<file path="src/rtl/rv_host_loader_pkg.sv">
// Shared constants and FSM state encoding for the host boot loader.
// Frame bytes are little-endian: SYNC, CMD, then command-specific fields.
package rv_host_loader_pkg;

  localparam logic [7:0] LDR_SYNC      = 8'hA5;
  localparam logic [7:0] LDR_CMD_WRITE = 8'h01;
  localparam logic [7:0] LDR_CMD_RUN   = 8'h02;
  localparam logic [7:0] LDR_CMD_HALT  = 8'h03;

  typedef enum logic [2:0] {
    ST_IDLE    = 3'd0,
    ST_CMD     = 3'd1,
    ST_ADDR    = 3'd2,
    ST_LEN     = 3'd3,
    ST_DATA    = 3'd4,
    ST_WB_REQ  = 3'd5,
    ST_WB_WAIT = 3'd6
  } ldr_state_e;

endpackage

</file>
<file path="src/rtl/rv_host_loader.sv">
// Boot loader: decodes framed host-link commands and writes words over the
// host-access Wishbone port while holding the CPU in reset.
//
// Handshakes: an rx byte transfers on a cycle with rx_valid_i & rx_ready_o.
// A WB request is accepted on a cycle with ha_stb_o & !ha_stall_i. ha_ack_i
// is honoured on any cycle with ha_cyc_o high, including the accept cycle.
module rv_host_loader
  import rv_host_loader_pkg::*;
#(
  parameter int unsigned g_ack_timeout = 255,
  parameter bit          g_boot_halted = 1'b1
) (
  input  logic        clk_i,
  input  logic        rst_n_i,
  input  logic        rx_valid_i,
  input  logic [7:0]  rx_data_i,
  output logic        rx_ready_o,
  output logic        ha_cyc_o,
  output logic        ha_stb_o,
  output logic        ha_we_o,
  output logic [3:0]  ha_sel_o,
  output logic [31:0] ha_adr_o,
  output logic [31:0] ha_dat_o,
  input  logic        ha_ack_i,
  input  logic        ha_stall_i,
  output logic        cpu_rst_o,
  output logic        busy_o,
  output logic        done_o,
  output logic        err_o,
  output logic [2:0]  dbg_state_o
);

  localparam logic [7:0] TMO_LAST = 8'(g_ack_timeout - 1);

  ldr_state_e  state_q, state_d;
  logic [31:0] adr_q, adr_d;
  logic [31:0] dat_q, dat_d;
  logic [15:0] cnt_q, cnt_d;
  logic [1:0]  bcnt_q, bcnt_d;
  logic [7:0]  tmo_q, tmo_d;
  logic        cpu_rst_q, cpu_rst_d;
  logic        done_q, done_d;
  logic        err_q, err_d;
  logic        cyc;
  logic        rx_xfer;

  assign cyc     = (state_q == ST_WB_REQ) || (state_q == ST_WB_WAIT);
  assign rx_xfer = rx_valid_i && rx_ready_o;

  always_ff @(posedge clk_i or negedge rst_n_i) begin
    if (!rst_n_i) begin
      state_q   <= ST_IDLE;
      adr_q     <= '0;
      dat_q     <= '0;
      cnt_q     <= '0;
      bcnt_q    <= '0;
      tmo_q     <= '0;
      cpu_rst_q <= g_boot_halted;
      done_q    <= 1'b0;
      err_q     <= 1'b0;
    end else begin
      state_q   <= state_d;
      adr_q     <= adr_d;
      dat_q     <= dat_d;
      cnt_q     <= cnt_d;
      bcnt_q    <= bcnt_d;
      tmo_q     <= tmo_d;
      cpu_rst_q <= cpu_rst_d;
      done_q    <= done_d;
      err_q     <= err_d;
    end
  end

  always_comb begin
    state_d   = state_q;
    adr_d     = adr_q;
    dat_d     = dat_q;
    cnt_d     = cnt_q;
    bcnt_d    = bcnt_q;
    tmo_d     = tmo_q;
    cpu_rst_d = cpu_rst_q;
    done_d    = 1'b0;
    err_d     = 1'b0;
    case (state_q)
      ST_IDLE: begin
        if (rx_xfer && rx_data_i == LDR_SYNC) state_d = ST_CMD;
      end
      ST_CMD: begin
        if (rx_xfer) begin
          bcnt_d  = 2'd0;
          state_d = ST_IDLE;
          case (rx_data_i)
            LDR_CMD_WRITE: begin
              cpu_rst_d = 1'b1;
              state_d   = ST_ADDR;
            end
            LDR_CMD_RUN: begin
              cpu_rst_d = 1'b0;
              done_d    = 1'b1;
            end
            LDR_CMD_HALT: begin
              cpu_rst_d = 1'b1;
              done_d    = 1'b1;
            end
            default: err_d = 1'b1;
          endcase
        end
      end
      ST_ADDR: begin
        if (rx_xfer) begin
          adr_d  = {rx_data_i, adr_q[31:8]};
          bcnt_d = bcnt_q + 2'd1;
          if (bcnt_q == 2'd3) begin
            if (adr_d[1:0] != 2'b00) begin
              err_d   = 1'b1;
              state_d = ST_IDLE;
            end else begin
              state_d = ST_LEN;
            end
          end
        end
      end
      ST_LEN: begin
        if (rx_xfer) begin
          cnt_d  = {rx_data_i, cnt_q[15:8]};
          bcnt_d = bcnt_q[0] ? 2'd0 : 2'd1;
          if (bcnt_q[0]) begin
            if (cnt_d == 16'd0) begin
              done_d  = 1'b1;
              state_d = ST_IDLE;
            end else begin
              state_d = ST_DATA;
            end
          end
        end
      end
      ST_DATA: begin
        if (rx_xfer) begin
          dat_d  = {rx_data_i, dat_q[31:8]};
          bcnt_d = bcnt_q + 2'd1;
          if (bcnt_q == 2'd3) begin
            tmo_d   = 8'd0;
            state_d = ST_WB_REQ;
          end
        end
      end
      ST_WB_REQ, ST_WB_WAIT: begin
        tmo_d = tmo_q + 8'd1;
        // An ack on the final timeout cycle still completes the write.
        if (ha_ack_i) begin
          adr_d = adr_q + 32'd4;
          cnt_d = cnt_q - 16'd1;
          if (cnt_q == 16'd1) begin
            done_d  = 1'b1;
            state_d = ST_IDLE;
          end else begin
            state_d = ST_DATA;
          end
        end else if (tmo_q == TMO_LAST) begin
          err_d   = 1'b1;
          state_d = ST_IDLE;
        end else if (state_q == ST_WB_REQ && !ha_stall_i) begin
          state_d = ST_WB_WAIT;
        end
      end
      default: state_d = ST_IDLE;
    endcase
  end

  assign rx_ready_o  = !cyc;
  assign ha_cyc_o    = cyc;
  assign ha_stb_o    = (state_q == ST_WB_REQ);
  assign ha_we_o     = cyc;
  assign ha_sel_o    = {4{cyc}};
  assign ha_adr_o    = cyc ? adr_q : 32'd0;
  assign ha_dat_o    = cyc ? dat_q : 32'd0;
  assign cpu_rst_o   = cpu_rst_q;
  assign busy_o      = (state_q != ST_IDLE);
  assign done_o      = done_q;
  assign err_o       = err_q;
  assign dbg_state_o = state_q;

endmodule

</file>
<file path="config.mk">
export PLATFORM = sky130hd
export DESIGN_NAME = rv_host_loader
export DESIGN_NICKNAME = d
export VERILOG_FILES = /design/src/rtl/rv_host_loader_pkg.sv /design/src/rtl/rv_host_loader.sv
export SDC_FILE = /design/constraint.sdc
export NUM_CORES = 1
export LEC_CHECK = 0
export CAP_MARGIN = 20
export CELL_PAD_IN_SITES_DETAIL_PLACEMENT = 1
export CELL_PAD_IN_SITES_GLOBAL_PLACEMENT = 2
export CORE_MARGIN = 2
export CORE_UTILIZATION = 35
export CTS_CLUSTER_DIAMETER = 30
export DETAILED_ROUTE_END_ITERATION = 7
export GPL_TIMING_DRIVEN = 0
export HOLD_SLACK_MARGIN = 0.02
export PLACE_DENSITY = 0.85
export SLEW_MARGIN = 20
export SYNTH_ARGS = -nofsm -noshare
export SYNTH_HDL_FRONTEND = slang
export SYNTH_SLANG_ARGS = --single-unit
export TNS_END_PERCENT = 100
</file>
<file path="constraint.sdc">
create_clock -name clk_i -period 4.1 [get_ports clk_i]
set_input_delay 1.23 -clock clk_i [delete_from_list [all_inputs] [get_ports clk_i]]
set_output_delay 1.23 -clock clk_i [all_outputs]
set_load 0.01 [all_outputs]
</file>
# After elaboration in Yosys (flattened, before gate mapping)
# Cells that the tools add are included.
# totals
register_bits,96
in_bits,13
output_inout_bits,79
word_cells,113
# classes
n_addsub,4
eq_ne,24
mux,49
n_reduce_logical,27
# ops
operator,count
32-bit 2-to-1 mux,4
32-bit one-hot mux with 2 select lines,1
3-bit 2-to-1 mux,13
32-bit by 3-bit adder with 32-bit output (second input constant),1
16-bit 2-to-1 mux,2
16-bit one-hot mux with 2 select lines,1
2-bit inequality test (second input constant),9
3-bit one-hot mux with 6 select lines,1
16-bit by 1-bit == test with 1-bit output (second input constant),1
8-bit by 2-bit == test with 1-bit output (second input constant),2
8-bit == test (second input constant),2
16-bit zero test,1
8-bit 2-to-1 mux,2
8-bit one-hot mux with 2 select lines,1
16-bit by 1-bit subtractor with 16-bit output (second input constant),1
1-bit 2-to-1 mux,15
3-bit AND reduction,4
2-bit 2-to-1 mux,5
2-bit nonzero test,5
3-bit == test (second input constant),3
9-bit AND reduction,1
8-bit by 1-bit adder with 8-bit output (second input constant),1
8-bit by 1-bit == test with 1-bit output (second input constant),1
2-bit OR reduction,4
17 further kinds,23

# Longest topological paths before layout
# depth
ltp_word,7
depth_mapped,9
depth_no_buf,7

# Least setup slack after synthesis
# No wires, ideal clock.
# synth_path
path_type,register -> output
from,register state_q[1] (netlist: dbg_state_o[1])
to,output ha_sel_o[0]
arrival_ps,1749
t_required_ps,2870
setup_slack_ps,1121
path_stages_with_launch,8
n_path_buf,5
cell_sequence,dfrtp_1 > buf_2 > xor2_1 > and2_1 > buf_2 > buf_2 > buf_2 > buf_4
# synth_between
elab_chain_len,2
elab_cells_between_ends,3
# synth_lines
item,line_no,source
start: declaration,rv_host_loader.sv:35,"ldr_state_e state_q, state_d;"
start signal: assignment,rv_host_loader.sv:62,state_q <= state_d;
3-bit == test,rv_host_loader.sv:47,assign cyc = (state_q == ST_WB_REQ) || (state_q == ST_WB_WAIT);
1-bit logical OR (*),rv_host_loader.sv:47,
end: declaration,rv_host_loader.sv:21,"output logic [3:0] ha_sel_o,"
# Every way passes the cells marked *; elsewhere a longest branch is shown, timed or not.

# Worst setup path in the final report
# layout_path
from,register state_q[1] (netlist: dbg_state_o[1])
to,output ha_adr_o[17]
# layout_between
elab_chain_len,3
elab_cells_between_ends,4
# layout_lines
item,line_no,source
3-bit == test,rv_host_loader.sv:47,
1-bit logical OR (*),rv_host_loader.sv:47,
32-bit 2-to-1 mux (*),rv_host_loader.sv:175,assign ha_adr_o = cyc ? adr_q : 32'd0;
end: declaration,rv_host_loader.sv:22,"output logic [31:0] ha_adr_o,"
# Marked as above.

==> run_results.csv <==
group,metric,value,unit
status,outcome,"completed",
worst_setup_path,endpoint_kind,"output port",
synthesis,ys_ff_latch,96,
synthesis,yosysSeqAreaShare,41.4,%
routing,wl_met1,9850,µm
clock_network,cts_made_buffers,9,
timing,finClkSkew,0.00832,ns
global_routing,grt_pass1_vias,6061,
power,ir_worst_vdd,0.000367,V
synthesis,yosysWarnings,0,
floorplan,io_pins,92,
clock_network,clk_pin_slew_worst_paths,0.07,ns
routing,drt-pass1-iter-count,5,
synthesis,syn-num-nets,678,
finish,synthToLayoutAreaGrowth,26.7,%
routing,routedWlPerCell,21.8,µm
routing,wl,21500,µm
finish,postLayoutCoreUtil,44.8,%
clock_network,cts-root-buf,"clkbuf_16",
clock_network,clock_path_buffers,2,
worst_setup_path,setup.worst_path.class,"flip-flop to output port",
synthesis,ys_types,67,
clock_network,cts.sinks,96,
timing,fin_crit_sh,97.4,%
power,pwr-share-seq,25.8,%
placed_design,dp_hpwl,15700,µm
timing,hold_viol,0,
clock_network,htree_levels,3,
global_routing,grt_pass1_wl,34400,µm
synthesis,synth-main-ff-cell,"dfrtp_1",
floorplan,die_area,17600,µm²
routing,drt_iter0_drc,410,
routing,drcViolationCount,0,
global_routing,antenna_found_initial,0,
floorplan,fp.coreArea,16400,µm²
routing,met2WireLength,10400,µm
worst_setup_path,critPathLaunchType,"flip-flop",
timing,max_freq,250,MHz
power,power_frac_comb,62.4,%
placed_design,portBuffers,91,
flow_run,cap_viol_max_count,0,
floorplan,rows,47,
worst_setup_path,crit_path_cell_trace,"clkbuf_4 > xor2_4 > and2_1 > clkinv_1 > clkbuf_2 > nor2_1 > clkdlybuf4s50_1",
synthesis,postSynth.asyncResetShare,100,%
timing,drv_slew,0,
floorplan,die_h,133,µm
power,netSwitchingFraction,47.0,%
synthesis,postSynthCellCount,659,
placed_design,dp_cells,971,
worst_setup_path,crit_buf_inv,4,
timing,tightest_slew,1.12,ns
synthesis,syn_area,5800,µm²
routing,antenna_left,0,
routing,maxUsedRoutingLayer,"met4",
synthesis,syn_area_per_cell,8.81,µm²
clock_network,insertion_delay,0.36,ns
clock_network,cts_tree,"built",
timing,setup_viol,0,
finish,drive_above_1_share,11.1,%
placed_design,gp_congestion,0.919,
power,internal-power,3.88,mW
timing,rsz0062_at_grt,"false",
worst_setup_path,arrival,2.76,ns
power,p_clk_share,11.8,%
worst_setup_path,path_delay_family,"buffers and inverters",
finish,fin_cells,987,
global_routing,grt_max_degree,67,
worst_hold_path,hp-class,"flip-flop to flip-flop",
worst_setup_path,crit_fanout,10,
global_routing,grt-ovfl-total,0,
power,power.switching,3.44,mW
synthesis,synth_edf_count,0,
power,leakage,3.05,nW
timing,period_minus_slack,3.99,ns
routing,vias_per_cell,5.88,
finish,n_antenna_cell,0,
floorplan,die_w,133,µm
worst_setup_path,critical_path.max_stage_delay,0.54,ns
power,p_per_area,995,nW/µm²
routing,vias,5804,
routing,met3WireLength,884,µm
timing,slew_headroom,24.5,%
worst_setup_path,cp_data_required_time,2.87,ns
finish,fin_nets,781,
floorplan,initial_utilization,35.4,%
worst_setup_path,slowest_stage,"clkdlybuf4s50_1",
global_routing,track_usage,24.9,%
==> cell type report <==
type / instances / area (µm²)
fillers: 1910 / 9060
multi-input cells: 489 / 3110
flip-flops and latches: 96 / 2400
repair buffers: 92 / 940
well taps: 220 / 275
plain buffers: 59 / 272
clock buffers: 9 / 225
clock inverters: 7 / 70.1
inverters: 15 / 56.3
==> cells in the mapped netlist (all sizes together) (6+ instances only) <==
cell     n  area share, %
nand3   36            3.1
nor2    43            2.8
a21oi   52            4.5
dfrtp   95             41
nand4   20            2.5
and3    66            7.2
mux2    35            6.8
nand2   52            3.4
o21ai   34            2.9
nor3    11           0.95
clkbuf  42            2.7
nor4    10            1.1
a22oi    6           0.78
inv     14           0.91
o22ai   13            1.4
o22a     9            1.4
ha       6            1.3
a31oi    7           0.75
buf     17            1.6
nand2b   7           0.75
==> sequential cells by signal, summed over array words and instances, names as in the netlist <==
signal / count
tmo_q: 8
cpu_rst_o: 1
dbg_state_o: 3
done_o: 1
err_o: 1
dat_q: 32
cnt_q: 16
adr_q: 32
bcnt_q: 2
==> power by group through the flow <==
stage                     clock [mW]  sequential (mW)  combinational [mW]
after floorplan                    0             1.71                2.60
after global placement             0             1.86                4.36
after detailed placement           0             1.89                4.48
after CTS                      0.877             1.88                4.54
after global routing           0.924             1.96                4.94
final                          0.866             1.89                4.56
==> cells by family after synthesis <==
kind of cell | share of synthesized area (%)
simple gates | 26.1
xor+xnor | 1.06
buf+inv | 5.33
fa+ha+maj | 1.29
flops | 41.4
mux | 7.48
compound gates | 17.4
==> cells in the final DEF (no fill, tap or decap), types with 6 or more instances in the layout <==
cell type,instances
dfrtp_1,95
a22oi_1,6
clkbuf_1,36
and3_1,64
a21oi_1,52
clkbuf_16,9
nand2b_1,7
nor2_1,43
clkbuf_2,6
mux2_2,35
inv_1,14
a31oi_1,7
nand2_1,52
nor4_1,10
clkdlybuf4s50_1,90
nand3_1,36
o22ai_1,13
ha_1,6
nand4_1,18
o21ai_0,34
buf_4,8
nor3_1,11
o22a_1,9
==> layer usage <==
metal / vias to the layer above / GRT usage, %
met5: - / 0
met4: 0 / 7.11
met3: 32 / 3.64
met2: 173 / 41.0
met1: 2965 / 34.1
li1: 2634 / -
==> worst reg2reg max path: cells and delay by family, from the launching register on <==
family	cells	cell delay (ns)
adders and majority gates	1	0.26
DFF	1	0.46
and+or+nand+nor	5	1.88
==> path summary, 6_finish.rpt <==
path                           startpoint           end  slack, ns  depth (start not counted)
max                        dbg_state_o[1]  ha_adr_o[17]       0.11                          7
max reg2reg                      adr_q[2]     adr_q[28]       1.44                          6
min in group asynchronous         rst_n_i      tmo_q[7]       0.75                          1
max in group asynchronous         rst_n_i     cpu_rst_o       2.66                          2
min reg2reg                      dat_q[1]      dat_q[1]       0.51                          1
min                              dat_q[1]      dat_q[1]       0.51                          1
==> through the flow <==
stage	setup WS (ns)	area [µm²]	power [mW]	setup TNS, ns	hold WS [ns]
after global placement	-2.07	6990	6.22	-196.23	0.486
after floorplan	1.12	5800	4.31	0	0.473
after detailed placement	0.0731	7020	6.37	0	0.492
after CTS	0.0253	7330	7.30	0	0.509
final	0.105	7350	7.31	0	0.510
after global routing	0.00615	7350	7.83	0	0.530
==> what timing repair did <==
| action | CTS | global route |
|---|---|---|
| hold buffers | 0 | 0 |
| resized for setup | 8 | 7 |
| pin swaps | 0 | 0 |
| endpoints found under the setup margin | 50 | 50 |
| buffers inserted | 0 | 0 |
(Power assumes the default switching activity.)
